$ cat config.mk
export PLATFORM = sky130hd
export DESIGN_NAME = rf_wb_ctrl
export DESIGN_NICKNAME = d
export VERILOG_FILES = /design/src/rtl/rf_wb_ctrl.sv
export SDC_FILE = /design/constraint.sdc
export NUM_CORES = 1
export LEC_CHECK = 0
export ABC_AREA = 0
export CORE_ASPECT_RATIO = 1.4
export CORE_UTILIZATION = 48
export CTS_BUF_LIST = sky130_fd_sc_hd__clkbuf_2
export CTS_CLUSTER_DIAMETER = 150
export DETAILED_ROUTE_END_ITERATION = 12
export GPL_TIMING_DRIVEN = 0
export PLACE_DENSITY = 0.83
export SLEW_MARGIN = 5
export SYNTH_ARGS = -nofsm -noshare
export SYNTH_HDL_FRONTEND = slang
export SYNTH_SLANG_ARGS = --single-unit
export TNS_END_PERCENT = 20
$ cat constraint.sdc
create_clock -name clk -period 3.63 [get_ports clk]
set_input_delay 0.9075 -clock clk [delete_from_list [all_inputs] [get_ports clk]]
set_output_delay 0.9075 -clock clk [all_outputs]
set_load 0.01 [all_outputs]
$ cat src/rtl/rf_wb_ctrl.sv
// rtl/rf_wb_ctrl.sv - register-file writeback arbiter with outstanding-load scoreboard
module rf_wb_ctrl #(
   parameter int MAX_PEND     = 4,
   parameter int STARVE_LIMIT = 4
) (
   input  logic        clk,
   input  logic        reset,
   input  logic        alu_wb_valid,
   input  logic [4:0]  alu_wb_rd,
   input  logic [31:0] alu_wb_data,
   input  logic        lsu_wb_valid,
   input  logic [4:0]  lsu_wb_rd,
   input  logic [31:0] lsu_wb_data,
   output logic        lsu_wb_ready,
   input  logic        ld_issue,
   input  logic [4:0]  ld_issue_rd,
   output logic        ld_issue_ready,
   input  logic [4:0]  dec_rs1,
   input  logic        dec_rs1_en,
   input  logic [4:0]  dec_rs2,
   input  logic        dec_rs2_en,
   input  logic [4:0]  dec_rd,
   input  logic        dec_rd_en,
   output logic        hazard_stall,
   output logic        alu_hold,
   output logic        rf_rd_en,
   output logic [4:0]  rf_rd,
   output logic [31:0] rf_rd_data,
   output logic [3:0]  pend_cnt,
   output logic        err
);

   localparam logic [3:0] MAX_PEND_C  = 4'(MAX_PEND);
   localparam logic [3:0] STARVE_LAST = 4'(STARVE_LIMIT - 1);

   // NORM: ALU owns the write port whenever it is valid.
   // HOLD: one cycle in which the starved LSU is pushed through.
   typedef enum logic {
      ST_NORM = 1'b0,
      ST_HOLD = 1'b1
   } state_t;

   state_t      state_q, state_d;
   logic [3:0]  starve_cnt_q, starve_cnt_d;
   logic [31:0] busy_q, busy_d;
   logic [3:0]  pend_cnt_q, pend_cnt_d;
   logic        alu_hold_q, alu_hold_d;
   logic        rf_rd_en_q, rf_rd_en_d;
   logic [4:0]  rf_rd_q, rf_rd_d;
   logic [31:0] rf_rd_data_q, rf_rd_data_d;
   logic        err_q, err_d;

   logic        alu_win;
   logic        lsu_acc;
   logic        issue_acc;

   // Arbitration FSM: write-port ownership, LSU ready and starvation tracking
   always_comb begin
      state_d      = state_q;
      starve_cnt_d = starve_cnt_q;
      lsu_wb_ready = 1'b0;
      alu_win      = 1'b0;
      if (!reset) begin
         if (state_q == ST_NORM) begin
            lsu_wb_ready = !alu_wb_valid;
            alu_win      = alu_wb_valid;
            if (lsu_wb_valid && alu_wb_valid) begin
               // LSU blocked this cycle; the LIMIT-th blocked cycle forces a HOLD
               starve_cnt_d = starve_cnt_q + 4'd1;
               if (starve_cnt_q == STARVE_LAST) begin
                  state_d = ST_HOLD;
               end
            end else begin
               starve_cnt_d = 4'd0;
            end
         end else begin
            // Ready is forced high, so the LSU either goes through or has gone
            // away; either way HOLD lasts exactly one cycle.
            lsu_wb_ready = 1'b1;
            state_d      = ST_NORM;
            starve_cnt_d = 4'd0;
         end
      end
   end

   // Load issue is accepted while there is room in the pending count
   always_comb begin
      ld_issue_ready = !reset && (pend_cnt_q < MAX_PEND_C);
   end

   // Handshake qualifiers shared by the scoreboard, writeback and error logic
   always_comb begin
      lsu_acc   = lsu_wb_valid && lsu_wb_ready;
      issue_acc = ld_issue && ld_issue_ready;
   end

   // Scoreboard: set on issue, clear on LSU writeback; set wins on equal rd
   always_comb begin
      busy_d = busy_q;
      if (lsu_acc) begin
         busy_d[lsu_wb_rd] = 1'b0;
      end
      if (issue_acc && (ld_issue_rd != 5'd0)) begin
         busy_d[ld_issue_rd] = 1'b1;
      end
   end

   // Outstanding-load count, saturating at both ends
   always_comb begin
      pend_cnt_d = pend_cnt_q;
      if (issue_acc && !lsu_acc) begin
         if (pend_cnt_q != MAX_PEND_C) begin
            pend_cnt_d = pend_cnt_q + 4'd1;
         end
      end else if (lsu_acc && !issue_acc) begin
         if (pend_cnt_q != 4'd0) begin
            pend_cnt_d = pend_cnt_q - 4'd1;
         end
      end
   end

   // Register-file write port: the winner of this cycle, x0 suppressed
   always_comb begin
      rf_rd_en_d   = 1'b0;
      rf_rd_d      = rf_rd_q;
      rf_rd_data_d = rf_rd_data_q;
      if (alu_win) begin
         rf_rd_en_d   = (alu_wb_rd != 5'd0);
         rf_rd_d      = alu_wb_rd;
         rf_rd_data_d = alu_wb_data;
      end else if (lsu_acc) begin
         rf_rd_en_d   = (lsu_wb_rd != 5'd0);
         rf_rd_d      = lsu_wb_rd;
         rf_rd_data_d = lsu_wb_data;
      end
   end

   // Sticky protocol-error detection
   always_comb begin
      err_d = err_q;
      if (lsu_acc && (lsu_wb_rd != 5'd0) && !busy_q[lsu_wb_rd]) begin
         err_d = 1'b1;
      end
      if (lsu_acc && (pend_cnt_q == 4'd0)) begin
         err_d = 1'b1;
      end
      if (ld_issue && !ld_issue_ready) begin
         err_d = 1'b1;
      end
      if ((state_q == ST_HOLD) && alu_wb_valid) begin
         err_d = 1'b1;
      end
   end

   // alu_hold mirrors the state being entered, so it is high during HOLD
   always_comb begin
      alu_hold_d = (state_d == ST_HOLD);
   end

   // Decode hazard: any enabled, non-x0 operand with a load still in flight
   always_comb begin
      hazard_stall = (dec_rs1_en && (dec_rs1 != 5'd0) && busy_q[dec_rs1]) ||
                     (dec_rs2_en && (dec_rs2 != 5'd0) && busy_q[dec_rs2]) ||
                     (dec_rd_en  && (dec_rd  != 5'd0) && busy_q[dec_rd]);
   end

   // FSM state register
   always_ff @(posedge clk) begin
      if (reset) begin
         state_q      <= ST_NORM;
         starve_cnt_q <= 4'd0;
         alu_hold_q   <= 1'b0;
      end else begin
         state_q      <= state_d;
         starve_cnt_q <= starve_cnt_d;
         alu_hold_q   <= alu_hold_d;
      end
   end

   // Scoreboard, counters, write port and error registers
   always_ff @(posedge clk) begin
      if (reset) begin
         busy_q       <= 32'd0;
         pend_cnt_q   <= 4'd0;
         rf_rd_en_q   <= 1'b0;
         rf_rd_q      <= 5'd0;
         rf_rd_data_q <= 32'd0;
         err_q        <= 1'b0;
      end else begin
         busy_q       <= busy_d;
         pend_cnt_q   <= pend_cnt_d;
         rf_rd_en_q   <= rf_rd_en_d;
         rf_rd_q      <= rf_rd_d;
         rf_rd_data_q <= rf_rd_data_d;
         err_q        <= err_d;
      end
   end

   assign alu_hold   = alu_hold_q;
   assign rf_rd_en   = rf_rd_en_q;
   assign rf_rd      = rf_rd_q;
   assign rf_rd_data = rf_rd_data_q;
   assign pend_cnt   = pend_cnt_q;
   assign err        = err_q;

endmodule
==> impl_metrics.xml <==
<?xml version="1.0" encoding="UTF-8"?>
<metrics>
  <group name="global_route">
    <metric name="antenna_found_initial" unit="">0</metric>
    <metric name="grt_start_max_net_pins" unit="">13</metric>
    <metric name="globalRouteTotalUtil" unit="%">30.7</metric>
    <metric name="globalRoute.totalOverflow" unit="">0</metric>
    <metric name="grt_pass1_vias" unit="">5013</metric>
    <metric name="grt_pass1_wl" unit="mm">24.1</metric>
  </group>
  <group name="drt">
    <metric name="final_wirelength" unit="mm">14.9</metric>
    <metric name="ant_nets" unit="">0</metric>
    <metric name="drt-pass1-iter-count" unit="">5</metric>
    <metric name="vias_per_cell" unit="">6.05</metric>
    <metric name="wl_per_cell" unit="um">19.4</metric>
    <metric name="detail_route.drc_violations" unit="">0</metric>
    <metric name="drt_iter0_markers" unit="">308</metric>
    <metric name="route.vias.total" unit="">4631</metric>
  </group>
  <group name="synth">
    <metric name="syn_warnings" unit="">0</metric>
    <metric name="number_of_nets_produced_by_synthesis" unit="">605</metric>
    <metric name="synth_sequential_area_ratio" unit="%">34.5</metric>
    <metric name="netlist_area" unit="um2">4640</metric>
    <metric name="library_cells_used_by_synthesis" unit="">50</metric>
    <metric name="synth_top_cell_by_area" unit="">dfxtp_1</metric>
    <metric name="synth_ff_type" unit="">dfxtp_1</metric>
    <metric name="synth.top_cells.by_area" unit="">dfxtp_1 35%, mux2i_1 12%, mux4_2 11%</metric>
    <metric name="synthCells" unit="">498</metric>
    <metric name="async_reset_ff_share" unit="%">0</metric>
    <metric name="synth.top_cell.area_share" unit="%">34.5</metric>
    <metric name="synth-edff-count" unit="">0</metric>
    <metric name="syn-mean-instance-area" unit="um2">9.32</metric>
    <metric name="synth_seq_cells" unit="">80</metric>
  </group>
  <group name="timing">
    <metric name="layout_setup_ws" unit="ns">0.0438</metric>
    <metric name="slew_violations" unit="">0</metric>
    <metric name="setup_viol" unit="">0</metric>
    <metric name="final.setup_skew" unit="ns">0.0196</metric>
    <metric name="finalCriticalPeriod" unit="ns">3.59</metric>
    <metric name="maximum_clock_rate" unit="MHz">279</metric>
    <metric name="rsz0062_at_grt" unit="">true</metric>
    <metric name="timing.max_slew.rel_slack" unit="%">22.4</metric>
    <metric name="fin_worst_hold_slack" unit="ns">0.471</metric>
    <metric name="timing.final.hold_violations" unit="">0</metric>
    <metric name="min_period_over_period" unit="%">98.8</metric>
    <metric name="worst_slew_pin_slew" unit="ns">1.15</metric>
    <metric name="timing.setup.tns" unit="ns">0</metric>
  </group>
  <group name="final_layout">
    <metric name="fillers" unit="">763</metric>
    <metric name="final_cell_count_no_fill" unit="">765</metric>
    <metric name="area_of_the_multi_input_gates" unit="um2">2870</metric>
    <metric name="final_nets" unit="">758</metric>
    <metric name="final-seq-area" unit="um2">1600</metric>
    <metric name="layout-area-overhead-vs-synth" unit="%">37.1</metric>
    <metric name="diodes" unit="">0</metric>
    <metric name="final_cell_area" unit="um2">6370</metric>
    <metric name="drive_above_1_share" unit="%">10.5</metric>
  </group>
  <group name="worst_setup_path">
    <metric name="worst-endpoint-required" unit="ns">2.72</metric>
    <metric name="timing.critical_path.max_delay_family" unit="">multiplexers</metric>
    <metric name="cpMostUsedCell" unit="">mux4_2</metric>
    <metric name="worstPathMaxFanout" unit="">10</metric>
    <metric name="worstSetupEndpoint" unit="">hazard_stall</metric>
    <metric name="r2r_end" unit="">pend_cnt[3]</metric>
    <metric name="worstReg2RegStart" unit="">pend_cnt[3]</metric>
    <metric name="critical_path_class" unit="">in -&gt; out</metric>
    <metric name="startpoint_type" unit="">input pin</metric>
    <metric name="critical_path_depth" unit="">7</metric>
    <metric name="cp_data_arrival_time" unit="ns">2.68</metric>
    <metric name="timing.critical_path.buf_inv" unit="">2</metric>
    <metric name="endpoint_kind" unit="">output port</metric>
    <metric name="worst-r2r-setup-slack" unit="ns">1.20</metric>
    <metric name="cpMaxStageDelayCell" unit="">mux4_2</metric>
    <metric name="worst_setup_path_startpoint" unit="">dec_rd[0]</metric>
    <metric name="timing.reg2reg.worst_path_depth" unit="">11</metric>
    <metric name="critical_path.cell_chain" unit="">buf_8 -&gt; mux4_2 -&gt; mux4_2 -&gt; o21ai_2 -&gt; a21oi_1 -&gt; a211o_1 -&gt; clkdlybuf4s15_2</metric>
    <metric name="worst_path_largest_cell_delay" unit="ns">0.50</metric>
  </group>
  <group name="clocking">
    <metric name="tritoncts_buffers" unit="">9</metric>
    <metric name="cts.hold.buffers_added" unit="">0</metric>
    <metric name="maximum_count_of_clock_buffers_along_a_single_path" unit="">2</metric>
    <metric name="clock_sinks" unit="">80</metric>
    <metric name="cts-htree-levels" unit="">3</metric>
    <metric name="clock_latency" unit="ns">0.54</metric>
    <metric name="tritoncts_clock_tree" unit="">built</metric>
    <metric name="clk_transition_reported_paths" unit="ns">0.18</metric>
    <metric name="root_buffer" unit="">clkbuf_2</metric>
  </group>
  <group name="outcome">
    <metric name="run_status" unit="">completed</metric>
  </group>
  <group name="place">
    <metric name="placement.cell_area" unit="um2">6170</metric>
    <metric name="portBuffers" unit="">139</metric>
    <metric name="gp_congestion" unit="">0.908</metric>
    <metric name="dp_cells" unit="">747</metric>
    <metric name="detailedPlace.worstSlack" unit="ns">-0.695</metric>
    <metric name="detailed_placement_hpwl" unit="mm">11.5</metric>
  </group>
  <group name="floorplanning">
    <metric name="area_of_the_die" unit="um2">10100</metric>
    <metric name="num_rows" unit="">42</metric>
    <metric name="core_area" unit="um2">9410</metric>
    <metric name="die-height" unit="um">118</metric>
    <metric name="die_width" unit="um">85.1</metric>
    <metric name="floorplan.initialDensity" unit="%">49.3</metric>
    <metric name="io_pins" unit="">149</metric>
  </group>
  <group name="power_and_ir_drop">
    <metric name="power.ir.vdd_worst" unit="uV">264</metric>
    <metric name="power.density" unit="nW/um2">339</metric>
    <metric name="total_leakage_power" unit="nW">2.36</metric>
  </group>
  <group name="min_path">
    <metric name="hp-class" unit="">reg -&gt; reg</metric>
  </group>
  <group name="flow_run">
    <metric name="drv_cap" unit="">0</metric>
  </group>
</metrics>
[worst register-to-register path, stage by stage (launching register included)]
cell,delay (ns)
dfxtp_1,0.41
nor3_2,0.35
nand2_1,0.17
inv_1,0.13
ha_1,0.25
inv_1,0.07
ha_1,0.34
nand3b_1,0.12
a21o_1,0.20
o2111ai_1,0.08
xor2_1,0.17
nor2_1,0.05
[synthesized netlist by cell type (2+ instances only)]
master	n
buf_1	5
nand3_1	12
o21ai_0	25
ha_1	5
and3_1	4
mux4_2	23
dfxtp_1	80
mux2_2	2
xnor2_1	4
nor4_1	2
a21o_1	2
nand3b_1	8
or3_1	2
mux4_1	5
xor2_1	2
buf_6	2
buf_2	5
nor3_1	3
mux2i_1	54
a211oi_1	39
a21oi_1	37
a311oi_1	2
inv_1	7
nor2b_1	6
and3b_1	2
nor3b_1	4
clkbuf_1	23
nand2b_1	8
o21ai_1	9
nand2_1	42
nor2_1	55
[placed cells by master (no fill, tap or decap), types with 4 or more instances in the layout]
cell type        instances
clkdlybuf4s50_1        134
dfxtp_1                 80
nor2_1                  55
mux2i_1                 53
nand2_1                 42
a211oi_1                39
a21oi_1                 37
mux4_2                  26
o21ai_0                 25
clkbuf_1                21
nand3_1                 12
clkbuf_2                12
nand2b_1                 8
o21ai_1                  8
nand3b_1                 8
inv_1                    7
nor2b_1                  6
buf_1                    5
buf_2                    5
ha_1                     5
xnor2_1                  4
and3_1                   4
nor3b_1                  4
[state kept, by name (all words and copies together) (netlist names)]
register	flops
alu_hold	1
err	1
busy_q	32
pend_cnt	4
rf_rd_data	32
starve_cnt_q	4
rf_rd_en	1
rf_rd	5
[metrics by stage]
step	power (mW)	util [%]
final	2.16	67.7
after global routing	2.26	67.7
after CTS	2.16	67.4
after detailed placement	1.64	65.6
after global placement	1.61	65.6
after floorplan	1.33	-
[cell type report]
class / count / share of cell area (%)
well taps: 110 / 2.16
clock inverters: 4 / 1.10
flip-flops and latches: 80 / 25.2
repair buffers: 142 / 22.1
clock buffers: 11 / 0.865
plain buffers: 36 / 3.05
multi-input cells: 374 / 45.1
inverters: 8 / 0.472
[worst min-delay path by stage]
stage	start	to	depth (start not counted)
after global routing	starve_cnt_q[0]	starve_cnt_q[0]	1
after CTS	starve_cnt_q[0]	starve_cnt_q[0]	1
final	starve_cnt_q[0]	starve_cnt_q[0]	1
after detailed placement	starve_cnt_q[0]	starve_cnt_q[0]	1
after global placement	starve_cnt_q[0]	starve_cnt_q[0]	1
after floorplan	starve_cnt_q[0]	starve_cnt_q[0]	1
[timing repair]
item | CTS | global route
pin swaps | 1 | 1
setup endpoints to repair | 1 | 2
setup buffers | 2 | 0
resized for setup | 27 | 7
endpoints found under the hold margin | 0 | 0
cloned | 1 | 0
[kinds of logic after synthesis]
logic type / Yosys count / synth area share (%)
buf+inv: 44 / 4.10
xor+xnor: 6 / 1.13
flops: 80 / 34.5
fa+ha+maj: 5 / 1.35
simple gates: 153 / 15.6
compound gates: 125 / 16.9
mux: 85 / 26.4
[power breakdown]
group          internal [mW]  switching [mW]
sequential             0.935          0.0563
combinational          0.349           0.291
clock                  0.228           0.301
total                   1.51           0.648
[routing by layer]
| metal | GRT usage, % | vias up | part of all wire, % |
|---|---|---|---|
| met2 | 57.0 | 259 | 53 |
| met1 | 30.6 | 2153 | 34 |
| met3 | 7.68 | 64 | 8.3 |
| met4 | 17.1 | 0 | 4.5 |
| met5 | 0 | - | 0 |
| li1 | - | 2155 | - |
Note: power is estimated with default switching activity, not from simulation.
